## config.mk

```make
export PLATFORM = sky130hd
export DESIGN_NAME = hex_scan_display
export DESIGN_NICKNAME = d
export VERILOG_FILES = /design/src/rtl/hex_disp_pkg.sv /design/src/rtl/hex7_decode.sv /design/src/rtl/hex_scan_display.sv
export SDC_FILE = /design/constraint.sdc
export NUM_CORES = 1
export LEC_CHECK = 0
export CAP_MARGIN = 5
export CORE_MARGIN = 4
export CORE_UTILIZATION = 45
export DETAILED_ROUTE_END_ITERATION = 6
export MAX_ROUTING_LAYER = met4
export PLACE_DENSITY = 0.66
export SYNTH_ARGS = -nofsm -noshare
export SYNTH_HDL_FRONTEND = slang
export SYNTH_SLANG_ARGS = --single-unit
```

## constraint.sdc

```tcl
create_clock -name clk -period 2.4 [get_ports clk]
set_input_delay 0.48 -clock clk [delete_from_list [all_inputs] [get_ports clk]]
set_output_delay 0.48 -clock clk [all_outputs]
set_load 0.05 [all_outputs]
```

## src/rtl/hex_disp_pkg.sv

```systemverilog
// Shared constants for the multiplexed hex display: segment table, bit indices
// and the index-width helper.
package hex_disp_pkg;

  localparam int unsigned SEG_A = 0;
  localparam int unsigned SEG_B = 1;
  localparam int unsigned SEG_C = 2;
  localparam int unsigned SEG_D = 3;
  localparam int unsigned SEG_E = 4;
  localparam int unsigned SEG_F = 5;
  localparam int unsigned SEG_G = 6;

  // Active-high {g..a}, entry 15 first so SEG_TABLE[n] is the pattern for nibble n
  localparam logic [15:0][6:0] SEG_TABLE = {
    7'h71, 7'h79, 7'h5E, 7'h39, 7'h7C, 7'h77, 7'h6F, 7'h7F,
    7'h07, 7'h7D, 7'h6D, 7'h66, 7'h4F, 7'h5B, 7'h06, 7'h3F
  };

  function automatic int unsigned idx_width(input int unsigned n);
    return (n <= 1) ? 1 : $clog2(n);
  endfunction

endpackage

```

## src/rtl/hex7_decode.sv

```systemverilog
// Combinational hex nibble to active-high seven-segment pattern.
module hex7_decode
  import hex_disp_pkg::*;
(
  input  logic [3:0] nib_i,
  output logic [6:0] seg_o
);

  logic [6:0] row;

  always_comb begin
    row          = SEG_TABLE[nib_i];
    seg_o        = '0;
    seg_o[SEG_A] = row[SEG_A];
    seg_o[SEG_B] = row[SEG_B];
    seg_o[SEG_C] = row[SEG_C];
    seg_o[SEG_D] = row[SEG_D];
    seg_o[SEG_E] = row[SEG_E];
    seg_o[SEG_F] = row[SEG_F];
    seg_o[SEG_G] = row[SEG_G];
  end

endmodule

```

## src/rtl/hex_scan_display.sv

```systemverilog
// Multiplexed N-digit hex display driver with frame-synchronous update,
// leading-zero suppression, blanking, decimal points and anode dead time.
module hex_scan_display
  import hex_disp_pkg::*;
#(
  parameter int unsigned DIGITS         = 4,
  parameter int unsigned CLK_DIV        = 50000,
  parameter int unsigned DEAD_CYCLES    = 2,
  parameter bit          SEG_ACTIVE_LOW = 1'b1,
  parameter bit          AN_ACTIVE_LOW  = 1'b1
) (
  input  logic                  clk,
  input  logic                  rst_n,
  input  logic [4*DIGITS-1:0]   value,
  input  logic [DIGITS-1:0]     dp_in,
  input  logic [DIGITS-1:0]     blank,
  input  logic                  lz_suppress,
  input  logic                  load,
  output logic [6:0]            seg,
  output logic                  dp,
  output logic [DIGITS-1:0]     an,
  output logic                  frame_done
);

  localparam int unsigned IDX_W = idx_width(DIGITS);
  localparam int unsigned CNT_W = idx_width(CLK_DIV);
  localparam logic [IDX_W-1:0]  IDX_LAST = IDX_W'(DIGITS - 1);
  localparam logic [CNT_W-1:0]  CNT_LAST = CNT_W'(CLK_DIV - 1);
  localparam logic [CNT_W-1:0]  CNT_LIVE = CNT_W'(DEAD_CYCLES);
  localparam logic [6:0]        SEG_OFF  = {7{SEG_ACTIVE_LOW}};
  localparam logic [DIGITS-1:0] AN_OFF   = {DIGITS{AN_ACTIVE_LOW}};

  logic [CNT_W-1:0]    cnt_q;
  logic [IDX_W-1:0]    idx_q;
  logic [4*DIGITS-1:0] sh_val_q, disp_val_q;
  logic [DIGITS-1:0]   sh_dp_q, sh_bl_q, disp_dp_q, disp_bl_q;
  logic                pend_q;
  logic [6:0]          seg_q, seg_d;
  logic                dp_q, dp_d;
  logic [DIGITS-1:0]   an_q, an_d;
  logic                fd_q;

  logic                tick, wrap, live, zero_run;
  logic [DIGITS-1:0]   lz_dark;
  logic [3:0]          nib;
  logic                cur_dp, cur_bl, cur_lz, seg_on, dp_on;
  logic [6:0]          dec_seg;

  assign tick = (cnt_q == CNT_LAST);
  assign wrap = tick && (idx_q == IDX_LAST);
  assign live = (cnt_q >= CNT_LIVE);

  hex7_decode u_dec (
    .nib_i (nib),
    .seg_o (dec_seg)
  );

  always_comb begin
    zero_run = 1'b1;
    lz_dark  = '0;
    // Walk from the most significant digit down; digit 0 is never suppressed
    for (int unsigned k = 0; k < DIGITS; k++) begin
      zero_run = zero_run && (disp_val_q[4*(DIGITS-1-k) +: 4] == 4'h0);
      if (k != DIGITS - 1)
        lz_dark[DIGITS-1-k] = lz_suppress && zero_run;
    end

    nib    = '0;
    cur_dp = 1'b0;
    cur_bl = 1'b0;
    cur_lz = 1'b0;
    for (int unsigned k = 0; k < DIGITS; k++) begin
      if (idx_q == IDX_W'(k)) begin
        nib    = disp_val_q[4*k +: 4];
        cur_dp = disp_dp_q[k];
        cur_bl = disp_bl_q[k];
        cur_lz = lz_dark[k];
      end
    end

    seg_on = !cur_bl && !cur_lz;
    dp_on  = !cur_bl && cur_dp;
    seg_d  = (live && seg_on) ? (dec_seg ^ SEG_OFF) : SEG_OFF;
    dp_d   = (live && dp_on) ? ~SEG_ACTIVE_LOW : SEG_ACTIVE_LOW;
    an_d   = AN_OFF;
    // Anode only drives when something in the slot is lit
    for (int unsigned k = 0; k < DIGITS; k++) begin
      if (live && (seg_on || dp_on) && (idx_q == IDX_W'(k)))
        an_d[k] = ~AN_ACTIVE_LOW;
    end
  end

  always_ff @(posedge clk) begin
    if (!rst_n) begin
      cnt_q      <= '0;
      idx_q      <= '0;
      sh_val_q   <= '0;
      sh_dp_q    <= '0;
      sh_bl_q    <= '0;
      pend_q     <= 1'b0;
      disp_val_q <= '0;
      disp_dp_q  <= '0;
      disp_bl_q  <= '0;
      seg_q      <= SEG_OFF;
      dp_q       <= SEG_ACTIVE_LOW;
      an_q       <= AN_OFF;
      fd_q       <= 1'b0;
    end else begin
      fd_q <= wrap;
      if (tick) begin
        cnt_q <= '0;
        idx_q <= (idx_q == IDX_LAST) ? '0 : idx_q + 1'b1;
      end else begin
        cnt_q <= cnt_q + 1'b1;
      end

      if (load) begin
        sh_val_q <= value;
        sh_dp_q  <= dp_in;
        sh_bl_q  <= blank;
      end

      // A load landing on the wrap tick bypasses the shadow entirely
      if (wrap) begin
        pend_q <= 1'b0;
        if (load) begin
          disp_val_q <= value;
          disp_dp_q  <= dp_in;
          disp_bl_q  <= blank;
        end else if (pend_q) begin
          disp_val_q <= sh_val_q;
          disp_dp_q  <= sh_dp_q;
          disp_bl_q  <= sh_bl_q;
        end
      end else if (load) begin
        pend_q <= 1'b1;
      end

      seg_q <= seg_d;
      dp_q  <= dp_d;
      an_q  <= an_d;
    end
  end

  assign seg        = seg_q;
  assign dp         = dp_q;
  assign an         = an_q;
  assign frame_done = fd_q;

endmodule

```

# After elaboration in Yosys (flattened, before gate mapping)
# Memory sizes are Yosys's and may differ from the RTL's.
# Index checks and enable logic that the tools add are counted.
# totals
mem_bits_ro,112
out_inout_bits,13
inputBits,28
elab_cells,79
n_memories,1
regBits,80
# mem_list
memory,depth,word_bits,rd,rd_ports_with_merged_regs,write_ports,line_no,rtl
(no name shown),16,7,1,0,0,hex7_decode.sv:12,row = SEG_TABLE[nib_i];
# classes
addsub,2
muxes,28
order_cmp,2
eq_ne,4
reduce_logical,27
bitwise_logic,2
# ops
op,count
$mux 16,2
$mux 4,8
$add 16x1->16 const B,1
$eq 16x16->1 const B,1
$ge 16x2->1 const B,1
$mux 1,16
$logic_and 1x1->1,15
$logic_not 4->1,3
$mux 7,1
$not 7->7,1
$lt 4x5->1 const B,1
$eq 2x2->1 const B,2
$reduce_and 2->1,2
$reduce_or 2->1,2
$add 2x1->2 const B,1
$eq 2x1->1 const B,1
$logic_not 1->1,2
$logic_not 2->1,1
$mux 2,1
$reduce_bool 2->1,1
$logic_or 1x1->1,1
$not 1->1,1

# Depth between registers and ports, before layout
# Gate-level depths: netlist of run 1.
# depth
depth_word,13
ltp_mapped,10
mapped_depth_nobuf,9

# Hierarchy
# A second synthesis of run 1 with hierarchy kept.
# unflattened
hier_cells,370
area_unflattened_um2,3711.1
# modules_own_cells
module,area_per_inst_um2,cells_per_inst,instances,seq_area_each_um2
hex_scan_display,3423.3,337,1,1601.5
hex7_decode,287.8,33,1,0.0

# Worst setup path before layout of run 1
# Ideal clock, no wire load.
# synth_timing
path_type,register to register
startpoint,register idx_q[0]
endpoint,register seg_q[0] (netlist: seg[0])
setup_slack_ps,278
setup_time_ps,121
n_path_buf,1
arrival_time_ps,2002
stages_incl_launch_ff,10
t_required_ps,2279
period_less_slack_ps,2122
cell_sequence,dfxtp_1 -> inv_1 -> ha_1 -> clkbuf_1 -> a211oi_1 -> a211o_1 -> ha_1 -> or3_1 -> o221ai_1 -> nand2_1
# synth_between
elab_chain_cells,9
word_cells_on_any_way,23
classes_between,eq/ne (3); mux (12); bitwise (1); reduce/logical (6); memory (1)
# synth_lines
element,line_no,rtl
"start, declared",hex_scan_display.sv:34,logic [IDX_W-1:0] idx_q;
"start signal, assigned",hex_scan_display.sv:112,idx_q <= (idx_q == IDX_LAST) ? '0 : idx_q + 1'b1;
branches (longest 9 deep; another with $mem_v2 16x7),n/a,
"end signal, assigned",hex_scan_display.sv:139,seg_q <= seg_d;
"end, declared",hex_scan_display.sv:38,"logic [6:0] seg_q, seg_d;"
# Parallel ways; which one is timed is not known. The select of a mux whose other input is x is not followed.
# A chain may end at the register's enable or synchronous reset.

# Final worst setup path of run 1
# layout_timing
startpoint,register idx_q[1]
endpoint,register seg_q[6] (netlist: seg[6])
# The elaborated chain is that of the path after synthesis.

==> run_results.csv, run 1 <==
group,metric,value,unit
status,status,"finished clean",
yosys,ys_ff_latch,80,
yosys,synth_cell_types,47,
yosys,synth-edff-count,0,
worst_setup_path,cp-start-kind,"flip-flop",
power,p_total,2599,uW
yosys,syn_avg_cell_area,10.23,um^2
clock_tree,clk_latency,0.35,ns
power,p_leak,0.001801,uW
yosys,synth.area.top_cells,"dfxtp_1 (43%), mux2_4 (8.1%), mux2i_1 (7.0%)",
placement,hpwlAfterDp,4.798,mm
detailed_routing,first_pass_iters,4,
timing,tns,0,ns
yosys,synth-main-ff-cell,"dfxtp_1",
detailed_routing,drt-initial-drc-count,95,
global_route,antenna_found_initial,0,
timing,slew_headroom,57.68,%
finish,area_growth,18.60,%
floorplanning,die_area,0.009721,mm^2
power,comb_power_share,9.1,%
worst_setup_path,required,2.63,ns
detailed_routing,via_count,2540,
detailed_routing,wl_per_cell,13.46,um
floorplanning,die_x,98.60,um
worst_setup_path,crit_fanout,14,
yosys,synthCells,361,
clock_tree,cts_max_level,3,
floorplanning,start_util,47.07,%
clock_tree,cts_tree,"yes",
placement,globalplace.congestion,0.8254,
global_route,grt_usage,15.32,%
timing,max_freq,454.0,MHz
global_route,grt_pass1_wl,11.68,mm
worst_setup_path,crit_type,"reg -> reg",
timing,drv_slew,0,
detailed_routing,routed_wl,6.823,mm
finish,drive_gt1_share,13.83,%
floorplanning,core_area,0.007848,mm^2
yosys,yosysWarnings,0,
clock_tree,clkSlewWorstSetupHoldPaths,0.08,ns
floorplanning,ios,41,
run,maxCapViolations,0,
placement,port-buffer-count,40,
power,netSwitchingFraction,24.36,%
power,intPower,1966,uW
timing,rsz0062_at_grt,"false",
power,power_density,593.3,mW/mm^2
floorplanning,row_count,32,
yosys,yosysSeqAreaShare,43.36,%
timing,tightest_slew,0.6309,ns
worst_setup_path,rrSetupSlack,0.20,ns
clock_tree,clockBufferDepth,2,
yosys,async_flop_share,0,%
detailed_routing,via_per_inst,5.010,
yosys,synth_top_area_share,43.36,%
global_route,first_global_vias,2454,
timing,period_needed,2.203,ns
power,p_seq_share,53.3,%
timing,fin_crit_sh,91.78,%
detailed_routing,antenna_left,0,
yosys,syn_nets,401,
floorplanning,dieHeight,98.60,um
finish,nNetsFinal,440,
power,clkPwrFrac,37.7,%
clock_tree,clockRootBuffer,"clkbuf_8",
yosys,netlist_area,0.003694,mm^2
power,ir_drop,328.7,uV
detailed_routing,drc_errors,0,
finish,num-fill-cells,726,
timing,setup_violations,0,
clock_tree,cts_hold_buf,0,
worst_hold_path,hold_class,"reg -> reg",
yosys,synth_top_cell_by_area,"dfxtp_1",
global_route,grt_max_degree,55,
timing,finalClockSkew,0.008385,ns
worst_setup_path,endpoint_kind,"flip-flop",
clock_tree,clkSinkCount,80,
power,power.switching,633.0,uW
worst_setup_path,crit_arrival,2.44,ns
clock_tree,cts-buffers-inserted,9,
finish,n_antenna_cell,0,
timing,timing_hold_violations_final,0,
global_route,grt_overflow,0,
[power groups by stage]
| stage | Sequential (uW) | Combinational, uW | Clock, uW |
|---|---|---|---|
| 6_report | 1380 | 236 | 979 |
| 5_1_grt | 1390 | 256 | 1080 |
| 4_1_cts | 1380 | 241 | 1010 |
| 3_5_place_dp | 1420 | 240 | 0 |
| 3_3_place_gp | 1410 | 238 | 0 |
| 2_1_floorplan | 1460 | 92.9 | 0 |
[registers in the layout, indices dropped and copies added, names as in the netlist]
register and count:
seg 7, pend_q 1, disp_bl_q 4, an 4
dp 1, disp_val_q 16, sh_val_q 16, sh_bl_q 4
disp_dp_q 4, frame_done 1, cnt_q 16, sh_dp_q 4
idx_q 2
[placed cells by master (no fill, tap or decap), drive strengths merged, types with 3 or more instances in the layout]
master,instances
and3,3
inv,8
nor4,5
xnor2,6
nand2,22
mux2,25
nor3b,4
nor2b,28
dfxtp,80
ha,12
clkinv,3
o211ai,3
a211o,4
buf,7
clkbuf,10
nand3,10
a21boi,3
clkdlybuf4s50,40
nand4,3
mux2i,26
a211oi,6
xor2,9
or3,4
and2,25
nand3b,5
o21ai,4
nor2,26
a21oi,6
nor3,4
[cell usage after synthesis (3+ instances only)]
| library cell | n |
|---|---|
| mux2_2 | 5 |
| mux2i_1 | 26 |
| a21boi_0 | 3 |
| xnor2_1 | 6 |
| inv_1 | 7 |
| a21oi_1 | 6 |
| a211oi_1 | 6 |
| ha_1 | 12 |
| o211ai_1 | 3 |
| nand2_1 | 22 |
| nor3_1 | 4 |
| and2_1 | 25 |
| nor3b_1 | 4 |
| mux2_4 | 20 |
| nand4_1 | 3 |
| dfxtp_1 | 80 |
| nor4_1 | 4 |
| nand3_1 | 9 |
| xor2_1 | 9 |
| nand3b_1 | 5 |
| a211o_1 | 4 |
| nor2_1 | 26 |
| o21ai_0 | 4 |
| clkbuf_1 | 12 |
| nor2b_1 | 28 |
[repair_timing]
item	4_1_cts	5_1_grt
endpoints found under the setup margin	0	5
resized for setup	0	3
buffers inserted	0	1
[per-stage QoR]
| step | util [%] | cell area (um^2) | instances | hold slack, ns | setup WS [ns] |
|---|---|---|---|---|---|
| 6_report | 55.82 | 4380 | 507 | 0.5025 | 0.1974 |
| 5_1_grt | 55.82 | 4380 | 507 | 0.5370 | 0.006457 |
| 4_1_cts | 55.63 | 4365 | 506 | 0.5088 | 0.06626 |
| 3_5_place_dp | 53.13 | 4169 | 490 | 0.4878 | 0.09678 |
| 3_3_place_gp | 53.13 | 4169 | 490 | 0.4676 | 0.2048 |
| 2_1_floorplan | - | 3694 | 361 | 0.4489 | 0.2776 |
[cell type report]
cell class / count / area (um^2) / share of cell area, %
clock buffer: 10 / 127.6 / 2.913
inverter: 7 / 26.28 / 0.5998
sequential: 80 / 1602 / 36.56
tap: 102 / 127.6 / 2.913
clock inverter: 6 / 68.82 / 1.571
multi-input combinational: 255 / 1951 / 44.53
timing repair buffer: 47 / 478.0 / 10.91
[path summary, 6_finish.rpt]
check | startpoint | end | cells past startpoint
max | idx_q[1] | seg[6] | 8
min | cnt_q[0] | cnt_q[0] | 1
max reg2reg | idx_q[1] | seg[6] | 8
min reg2reg | cnt_q[0] | cnt_q[0] | 1
[layer usage]
| layer | share of wire [%] | vias to the layer above | track usage, % |
|---|---|---|---|
| met4 | 1.7 | 0 | 6.933 |
| li1 | - | 1317 | - |
| met1 | 49 | 1178 | 19.83 |
| met2 | 46 | 35 | 22.72 |
| met5 | 0 | - | - |
| met3 | 3.6 | 10 | 3.609 |
[worst max-delay path, stage by stage, from the launching register on]
cell and delay [ns]:
dfxtp_1 0.40, inv_1 0.09, ha_2 0.25, nand3b_1 0.19, a211o_1 0.36, inv_1 0.15
ha_1 0.22, nor2_1 0.08, o311ai_0 0.35
[kinds of logic after synthesis]
family	Yosys count	synth area share, %
simple gates	141	21.17
flops	80	43.36
compound gates	36	7.114
fa+ha+maj	12	4.065
mux	51	16.70
xor+xnor	15	3.557
buf+inv	26	4.031
No activity file was read; power rests on OpenSTA's default activity.
==> inputs of run 2 (changes only) <==
- PLACE_DENSITY: 0.66 -> 0.67
- RECOVER_POWER: not set -> 100
==> run 2 against run 1 <==
  * Final cell count fell by 0.39%
  * Via count fell by 0.55%
  * Count of clock-buffer cells in the layout unchanged
  * Worst hold slack lost 0.0028 ns
  * Total power up 4.8%
  * Die area did not move
  * Flip-flop and latch count stayed put
  * Global-route usage decreased by 0.38 points
  * Critical endpoint is now disp_val_q[2]
==> run_results.csv, run 2 (synthesis gave the netlist of run 1 again) <==
group,metric,value,unit
status,status,"finished clean",
detailed_routing,drt-initial-drc-count,100,
floorplanning,die_x,98.60,um
clock_tree,cts_max_level,3,
timing,max_freq,446.7,MHz
worst_setup_path,crit_type,"reg -> reg",
timing,fin_crit_sh,93.28,%
detailed_routing,routed_wl,6.710,mm
worst_setup_path,cp-endpoint,"disp_val_q[2]",
timing,drv_slew,0,
power,p_leak,0.001724,uW
worst_setup_path,cp-start-kind,"flip-flop",
detailed_routing,drc_errors,0,
floorplanning,dieHeight,98.60,um
finish,nNetsFinal,438,
floorplanning,ios,41,
worst_setup_path,endpoint_kind,"flip-flop",
worst_setup_path,crit_slowest_cell,"dfxtp_1",
global_route,grt_overflow,0,
global_route,grt_pass1_wl,11.56,mm
timing,setup_violations,0,
worst_setup_path,crit_fanout,24,
clock_tree,clkSinkCount,80,
clock_tree,cts-buffers-inserted,9,
global_route,antenna_found_initial,0,
clock_tree,cts_hold_buf,0,
timing,tns,0,ns
timing,rsz0062_at_grt,"true",
clock_tree,cts_tree,"yes",
timing,fin_ws,0.1613,ns
floorplanning,core_area,0.007848,mm^2
finish,mostFrequentLayoutCells,"dfxtp_1 (80), nor2b_1 (28), mux2i_1 (26), nor2_1 (26), clkdlybuf4s50_1 (26)",
finish,top_regs,"cnt_q (16), disp_val_q (16), sh_val_q (16)",
detailed_routing,antenna_left,0,
timing,finalClockSkew,0.009372,ns
detailed_routing,wl_per_cell,13.29,um
timing,timing_hold_violations_final,0,
timing,tightest_slew,0.6153,ns
timing,slew_headroom,58.73,%
clock_tree,clkSlewWorstSetupHoldPaths,0.08,ns
floorplanning,die_area,0.009721,mm^2
detailed_routing,via_count,2526,
finish,final_common_cell,"dfxtp_1",
floorplanning,row_count,32,
finish,n_antenna_cell,0,
worst_setup_path,crit_arrival,2.47,ns
timing,hold_slack,0.4997,ns
placement,placed_cells,489,
floorplanning,start_util,47.07,%
worst_setup_path,rrSetupSlack,0.16,ns
worst_setup_path,path_cells,"ha_1, and3_1, nand3_1, or3_1, or2_0, buf_6, mux2_1",
run,maxCapViolations,0,
worst_hold_path,hold_class,"reg -> reg",
clock_tree,clk_latency,0.35,ns
power,power_density,632.7,mW/mm^2
global_route,grt_max_degree,55,
worst_setup_path,startpoint,"cnt_q[1]",
finish,drive_gt1_share,8.189,%
worst_setup_path,max_stage_delay,0.42,ns
finish,finalNonFillerCells,505,
placement,hpwlAfterDp,4.655,mm
global_route,first_global_vias,2453,
worst_setup_path,timing.rr.end,"disp_val_q[2]",
finish,area_growth,16.53,%
finish,num-fill-cells,729,
placement,port-buffer-count,40,
detailed_routing,first_pass_iters,4,
worst_setup_path,r2r_cells,7,
worst_setup_path,required,2.63,ns
power,ir_drop,452.8,uV
worst_setup_path,worstReg2RegStart,"cnt_q[1]",
placement,pre_cts_slack,0.1011,ns
timing,period_needed,2.239,ns
power,p_total,2723,uW
clock_tree,clockRootBuffer,"clkbuf_8",
global_route,grt_usage,14.94,%
placement,globalplace.congestion,0.8089,
detailed_routing,via_per_inst,5.002,
clock_tree,clockBufferDepth,2,
## run 2: cell types whose count changed in the layout (fill, tap and decap cells not counted), moves of 2 or more
cell	before	now
mux2_4	20	1
mux2_1	0	19
clkdlybuf4s50_1	40	26
dlygate4sd3_1	0	14
buf_4	5	3
## run 2: routing by layer
layer	routed length, um	vias up	track usage (%)
met5	0	-	-
met4	53	0	5.357
met3	285	5	3.680
met2	3038	45	22.00
met1	3332	1162	19.95
li1	-	1314	-
## run 2: layout make-up
type | instances | area (um^2) | area share [%]
multi-input combinational | 255 | 1864 | 43.31
sequential | 80 | 1602 | 37.21
timing repair buffer | 45 | 454.2 | 10.55
clock buffer | 10 | 137.6 | 3.198
tap | 102 | 127.6 | 2.965
clock inverter | 6 | 92.59 | 2.151
inverter | 7 | 26.28 | 0.6105
## run 2: worst min path at each step
| stage | startpoint | cells after the start | slack [ns] | endpoint |
|---|---|---|---|---|
| finish | cnt_q[0] | 1 | 0.50 | cnt_q[0] |
| global route | disp_dp_q[3] | 1 | 0.54 | an[3] |
| CTS | cnt_q[0] | 1 | 0.50 | cnt_q[0] |
| detailed placement | cnt_q[0] | 1 | 0.49 | cnt_q[0] |
| global placement | cnt_q[0] | 1 | 0.47 | cnt_q[0] |
| floorplan | cnt_q[0] | 1 | 0.45 | cnt_q[0] |
## run 2: timing repair
| action | in CTS | in global routing |
|---|---|---|
| gates resized for setup | 0 | 3 |
| setup buffers | 0 | 0 |
| setup endpoints to repair | 0 | 5 |
## run 2: where the power goes
part / switching (uW) / internal, uW
clock: 493 / 617
combinational: 124 / 105
sequential: 15.1 / 1370
total: 632 / 2090
## run 2: critical path, delay by kind of cell, from the launching register on
| kind | cells | cell delay, ns |
|---|---|---|
| muxes | 1 | 0.33 |
| adders and majority gates | 1 | 0.23 |
| and+or+nand+nor | 4 | 0.94 |
| buffers and inverters | 1 | 0.20 |
| DFF | 1 | 0.42 |
## run 2: metrics by stage
stage                     cell area, um^2  utilization (%)
after floorplan                      3694                -
after global placement               4161            53.03
after detailed placement             4161            53.03
after CTS                            4392            55.96
after global routing                 4304            54.85
final                                4304            54.85
==> inputs of run 3 (changes only) <==
- clock period: 2.4 -> 2.3 ns (I/O delays scaled with it)
==> run 3 against run 2 <==
  * Clock power is 7% lower
  * Register-to-register slack worse by 0.03 ns
  * Clock skew increased by 0.0020 ns
  * Design area grew 0.70%
  * Non-clock buffer count is 9 higher
  * Largest cell class unchanged
  * Highest routed layer unchanged
==> run_results.csv, run 3 (synthesis gave the netlist of run 1 again) <==
group,metric,value,unit
status,status,"finished clean",
timing,fin_ws,0.1280,ns
worst_setup_path,required,2.55,ns
clock_tree,clk_latency,0.35,ns
detailed_routing,via_count,2554,
global_route,first_global_vias,2422,
placement,hpwlAfterDp,5.019,mm
timing,drv_slew,0,
power,power_density,625.8,mW/mm^2
floorplanning,start_util,47.07,%
worst_setup_path,cp-start-kind,"flip-flop",
floorplanning,core_area,0.007848,mm^2
timing,slew_headroom,48.62,%
power,ir_drop,301.7,uV
floorplanning,ios,41,
worst_setup_path,crit_fanout,19,
timing,period_needed,2.172,ns
global_route,grt_max_degree,55,
worst_setup_path,rrSetupSlack,0.13,ns
clock_tree,clockBufferDepth,2,
finish,top_regs,"cnt_q (16), disp_val_q (16), sh_val_q (16)",
detailed_routing,drc_errors,0,
run,maxCapViolations,0,
clock_tree,cts-buffers-inserted,9,
power,p_total,2713,uW
timing,fin_crit_sh,94.44,%
power,p_leak,0.001760,uW
floorplanning,row_count,32,
detailed_routing,antenna_left,0,
worst_setup_path,endpoint_kind,"flip-flop",
placement,pre_cts_slack,0.1242,ns
finish,n_antenna_cell,0,
placement,placed_cells,497,
finish,mostFrequentLayoutCells,"dfxtp_1 (79), nor2b_1 (28), mux2i_1 (26), nor2_1 (26), clkdlybuf4s50_1 (26)",
clock_tree,clkSinkCount,80,
timing,tns,0,ns
finish,finalNonFillerCells,514,
global_route,grt_pass1_wl,11.64,mm
floorplanning,die_area,0.009721,mm^2
placement,port-buffer-count,40,
worst_hold_path,hold_start,"disp_dp_q[3]",
finish,final_common_cell,"dfxtp_1",
detailed_routing,routed_wl,6.924,mm
worst_setup_path,crit_type,"reg -> reg",
floorplanning,dieHeight,98.60,um
worst_setup_path,startpoint,"cnt_q[0]",
detailed_routing,wl_per_cell,13.47,um
detailed_routing,first_pass_iters,4,
global_route,grt_overflow,0,
clock_tree,clkSlewWorstSetupHoldPaths,0.09,ns
global_route,grt_usage,15.34,%
clock_tree,clockRootBuffer,"clkbuf_8",
timing,tightest_slew,0.7707,ns
timing,setup_violations,0,
finish,nNetsFinal,447,
clock_tree,cts_tree,"yes",
timing,max_freq,460.4,MHz
finish,drive_gt1_share,11.17,%
worst_setup_path,worstReg2RegStart,"cnt_q[0]",
worst_hold_path,hold_class,"reg -> reg",
clock_tree,cts_max_level,3,
placement,globalplace.congestion,0.8334,
timing,rsz0062_at_grt,"false",
timing,timing_hold_violations_final,0,
finish,area_growth,17.34,%
timing,finalClockSkew,0.01138,ns
detailed_routing,via_per_inst,4.969,
floorplanning,die_x,98.60,um
global_route,antenna_found_initial,0,
detailed_routing,drt-initial-drc-count,138,
worst_setup_path,crit_arrival,2.42,ns
-- run 3: final timing paths --
path	endpoint	cells after the start
worst max-delay path	disp_bl_q[2]	7
worst min-delay path	an[3]	1
worst max register to register	disp_bl_q[2]	7
worst min register to register	an[3]	1
-- run 3: power by group --
part | switching [uW] | leakage, uW | internal (uW)
registers | 12.9 | 0.000652 | 1430
logic | 133 | 0.00101 | 113
clock network | 518 | 0.0000968 | 507
total | 664 | 0.00176 | 2050
-- run 3: timing repair --
item                       CTS  global route
hold endpoints to repair     0             0
buffers inserted             0             1
resized for setup            0             3
hold buffers                 0             0
setup endpoints to repair    0             5
-- run 3: area by class of cell --
cell class,instances,area [um^2]
clock buffer,10,127.6
clock inverter,6,68.82
fill,752,3513
inverter,7,26.28
multi-input combinational,255,1883
sequential,80,1603
tap,102,127.6
timing repair buffer,54,498.0
-- run 3: critical path: stages, from the launching register on --
cell and delay [ns]:
dfxtp_1 0.33, ha_1 0.20, and3_1 0.25, nand3_2 0.10
or3_4 0.36, or2_0 0.24, buf_4 0.23, mux2_1 0.34
-- run 3: metal layers --
metal	wire length, um	GRT usage, %
met5	0	-
met4	114	6.618
met3	311	4.034
met2	3164	22.93
met1	3332	19.60
-- run 3: through the flow --
stage	instance area (um^2)	hold WS, ns	util, %
finish	4334	0.5088	55.23
detailed placement	4209	0.5009	53.64
floorplan	3694	0.4489	-
global route	4334	0.5413	55.23
global placement	4209	0.4856	53.64
CTS	4405	0.5117	56.14
==> RTL change: new RTL, flow settings as in run 1 <==
The output `an` loses its register stage (`an_q` becomes a continuous assignment).
--- a/src/rtl/hex_scan_display.sv
+++ b/src/rtl/hex_scan_display.sv
@@ -103,7 +103,6 @@
       disp_bl_q  <= '0;
       seg_q      <= SEG_OFF;
       dp_q       <= SEG_ACTIVE_LOW;
-      an_q       <= AN_OFF;
       fd_q       <= 1'b0;
     end else begin
       fd_q <= wrap;
@@ -138,9 +137,10 @@
 
       seg_q <= seg_d;
       dp_q  <= dp_d;
-      an_q  <= an_d;
     end
   end
+
+  assign an_q = an_d;
 
   assign seg        = seg_q;
   assign dp         = dp_q;
Function: changed (Yosys sat finds a counterexample within 4 cycles, from zero or initial values and one cycle with rst_n low).
==> RTL change against run 1 <==
The flow now finishes with violations (negative setup slack). Cell area rose by 3.1%. Synthesized area fell by 1.4%. Combinational power rose by 11%. Synthesized cell count did not move. Sequential cell count fell by 4. Routed wire length rose by 5.4%. Total power fell by 1.0%. Hold slack improved by 0.022 ns. Setup slack got worse by 0.26 ns. Critical path type is now reg2out. Critical endpoint is now an[1]. Largest cell class unchanged.
==> RTL change: results (changes against run 1) <==
| Metric | Value |
|---|---|
| Clkbuf count | 11 (+1) |
| Cell Rows | 32 (unchanged) |
| Final Setup Violations | 4 (+4) |
| CTS buffer count | 9 (unchanged) |
| Failing checks | negative setup slack |
| Synth top cells by count | dfxtp_1, nor2b_1, and2_1, mux2i_1, nor2_1 |
| Number of antenna violations at the first check in global routing | 0 (unchanged) |
| Clock Sinks | 76 (-5.0%) |
| Clk root buf | clkbuf_8 |
| Detail Placement HPWL | 4.98 mm (+3.8%) |
| H-tree depth | 3 (unchanged) |
| GPL Wtd Cong | 0.887 (+7.5%) |
| Placed Cells | 495 (+1.0%) |
| Initial DRC count | 104 (+9.5%) |
| Diode count | 0 (unchanged) |
| Pleak | 0.00186 µW (+3.2%) |
| Commonest non-fill, non-tap cell in the layout | dfxtp_1 |
| Synth unique cells | 48 (+2.1%) |
| Peak VDD IR | 0.349 mV (+6.0%) |
| Largest net degree at the start of global routing | 27 (-51%) |
| Share of cells above drive strength 1 | 21.5% (+7.7 points) |
| Critical Path Fanout Max | 7 (-7) |
| Slew @ Worst Pin | 0.502 ns (-0.129 ns) |
| First-pass GRT wire length | 12.0 mm (+2.3%) |
| Non-clk buf share | 12.7% (+1.8 points) |
| Ys Warns | 0 (unchanged) |
| GRT Util Overall | 15.8% (+0.44 points) |
| Sequential cell area share | 33.9% (-2.7 points) |
| Multi-input gates | 257 (+0.78%) |
| Fill count | 700 (-3.6%) |
| Synthesized Nets | 401 (unchanged) |
| Max stage delay on crit path | 0.39 ns |
| Initial DRT Pass Iterations | 4 (unchanged) |
| Final nets | 453 (+3.0%) |
| CP delay by family, top | flip-flops |
| Clock buf/inv share | 4.46% (-0.025 points) |
| Clock transition at the registers of the reported paths | 0.08 ns (about the same) |
| Clock Path Buffers | 2 (unchanged) |
| Routed wire length | 7.19 mm (+5.4%) |
| Top cells by area, synth | dfxtp_1, mux2_4, mux2i_1 |
| Multi-input gate area | 2050 µm² (+5.0%) |
| CP max-delay cell | dfxtp_4 |
| Sequential area share after synthesis | 41.8% (-1.6 points) |
| Async SR Flop Fraction | 0% (unchanged) |
| Final Skew | 0.00809 ns (-0.000296 ns) |
| DR vias | 2,645 (+4.1%) |
| Inverters, non-clock | 8 (+1) |
| Critical Path AT | 1.98 ns (-0.46 ns) |
| Non-clock buffer count | 61 (+30%) |
| PortBufs | 40 (unchanged) |
| Syn avg cell area | 10.1 µm² (-1.4%) |
| DR vias/cell | 5.09 (+1.5%) |
| Worst Hold Class | reg2reg |
| Setup WS post-layout | -0.0603 ns (-0.258 ns) |
| Outcome | finished with violations |
-- RTL change: final timing paths --
kind,start,to,slack [ns],cells after the start
worst max-delay path,idx_q[1],an[1],-0.06,9
worst min-delay path,cnt_q[0],cnt_q[0],0.52,2
worst max register to register,idx_q[1],seg[3],0.13,11
worst min register to register,cnt_q[0],cnt_q[0],0.52,2
-- RTL change: per-stage QoR --
stage	utilization, %	cell area, µm²	hold slack [ns]	setup WS [ns]	setup TNS (ns)
floorplan	-	3650	0.441	0.00889	0
global placement	53.0	4140	0.463	0.145	0
detailed placement	53.0	4140	0.473	0.0439	0
CTS	57.5	4490	0.523	-0.0203	-0.0323
global route	57.9	4520	0.548	-0.149	-0.547
finish	57.9	4520	0.525	-0.0603	-0.146
-- RTL change: logic make-up after synthesis --
group                      count (synthesis)  share of synthesized area, %
AOI/OAI and AO/OA                         32                          5.94
and+or+nand+nor                          148                          23.5
muxes                                     51                          16.9
adders and majority gates                 12                          4.12
xor gates and xnor gates                  14                          3.37
DFF                                       76                          41.8
buffers and inverters                     28                          4.40
-- RTL change: timing repair --
item,4_1_cts,5_1_grt
cloned,0,0
hold buffers,0,0
pin swaps,10,2
buffers inserted,7,2
setup endpoints to repair,4,5
gates resized for setup,26,3
endpoints found under the hold margin,0,0
-- RTL change: worst min-delay path, cell delays in order, from the launching register on --
cell and delay, ns:
dfxtp_2 0.34, buf_4 0.12, nor2_1 0.04
-- RTL change: routing by layer --
layer  GRT usage, %  vias up  routed length (µm)
met4           6.60        0                 144
met3           4.00       17                 294
met2           24.4       62                3340
li1               -     1344                   -
met5              -        -                   0
met1           19.6     1222                3410
-- RTL change: power by group --
group	switching, µW	leakage [µW]	total [µW]	internal [µW]
combinational	138	0.00114	262	124
clock	486	0.0000999	999	513
sequential	13.2	0.000622	1310	1300
total	638	0.00186	2570	1940
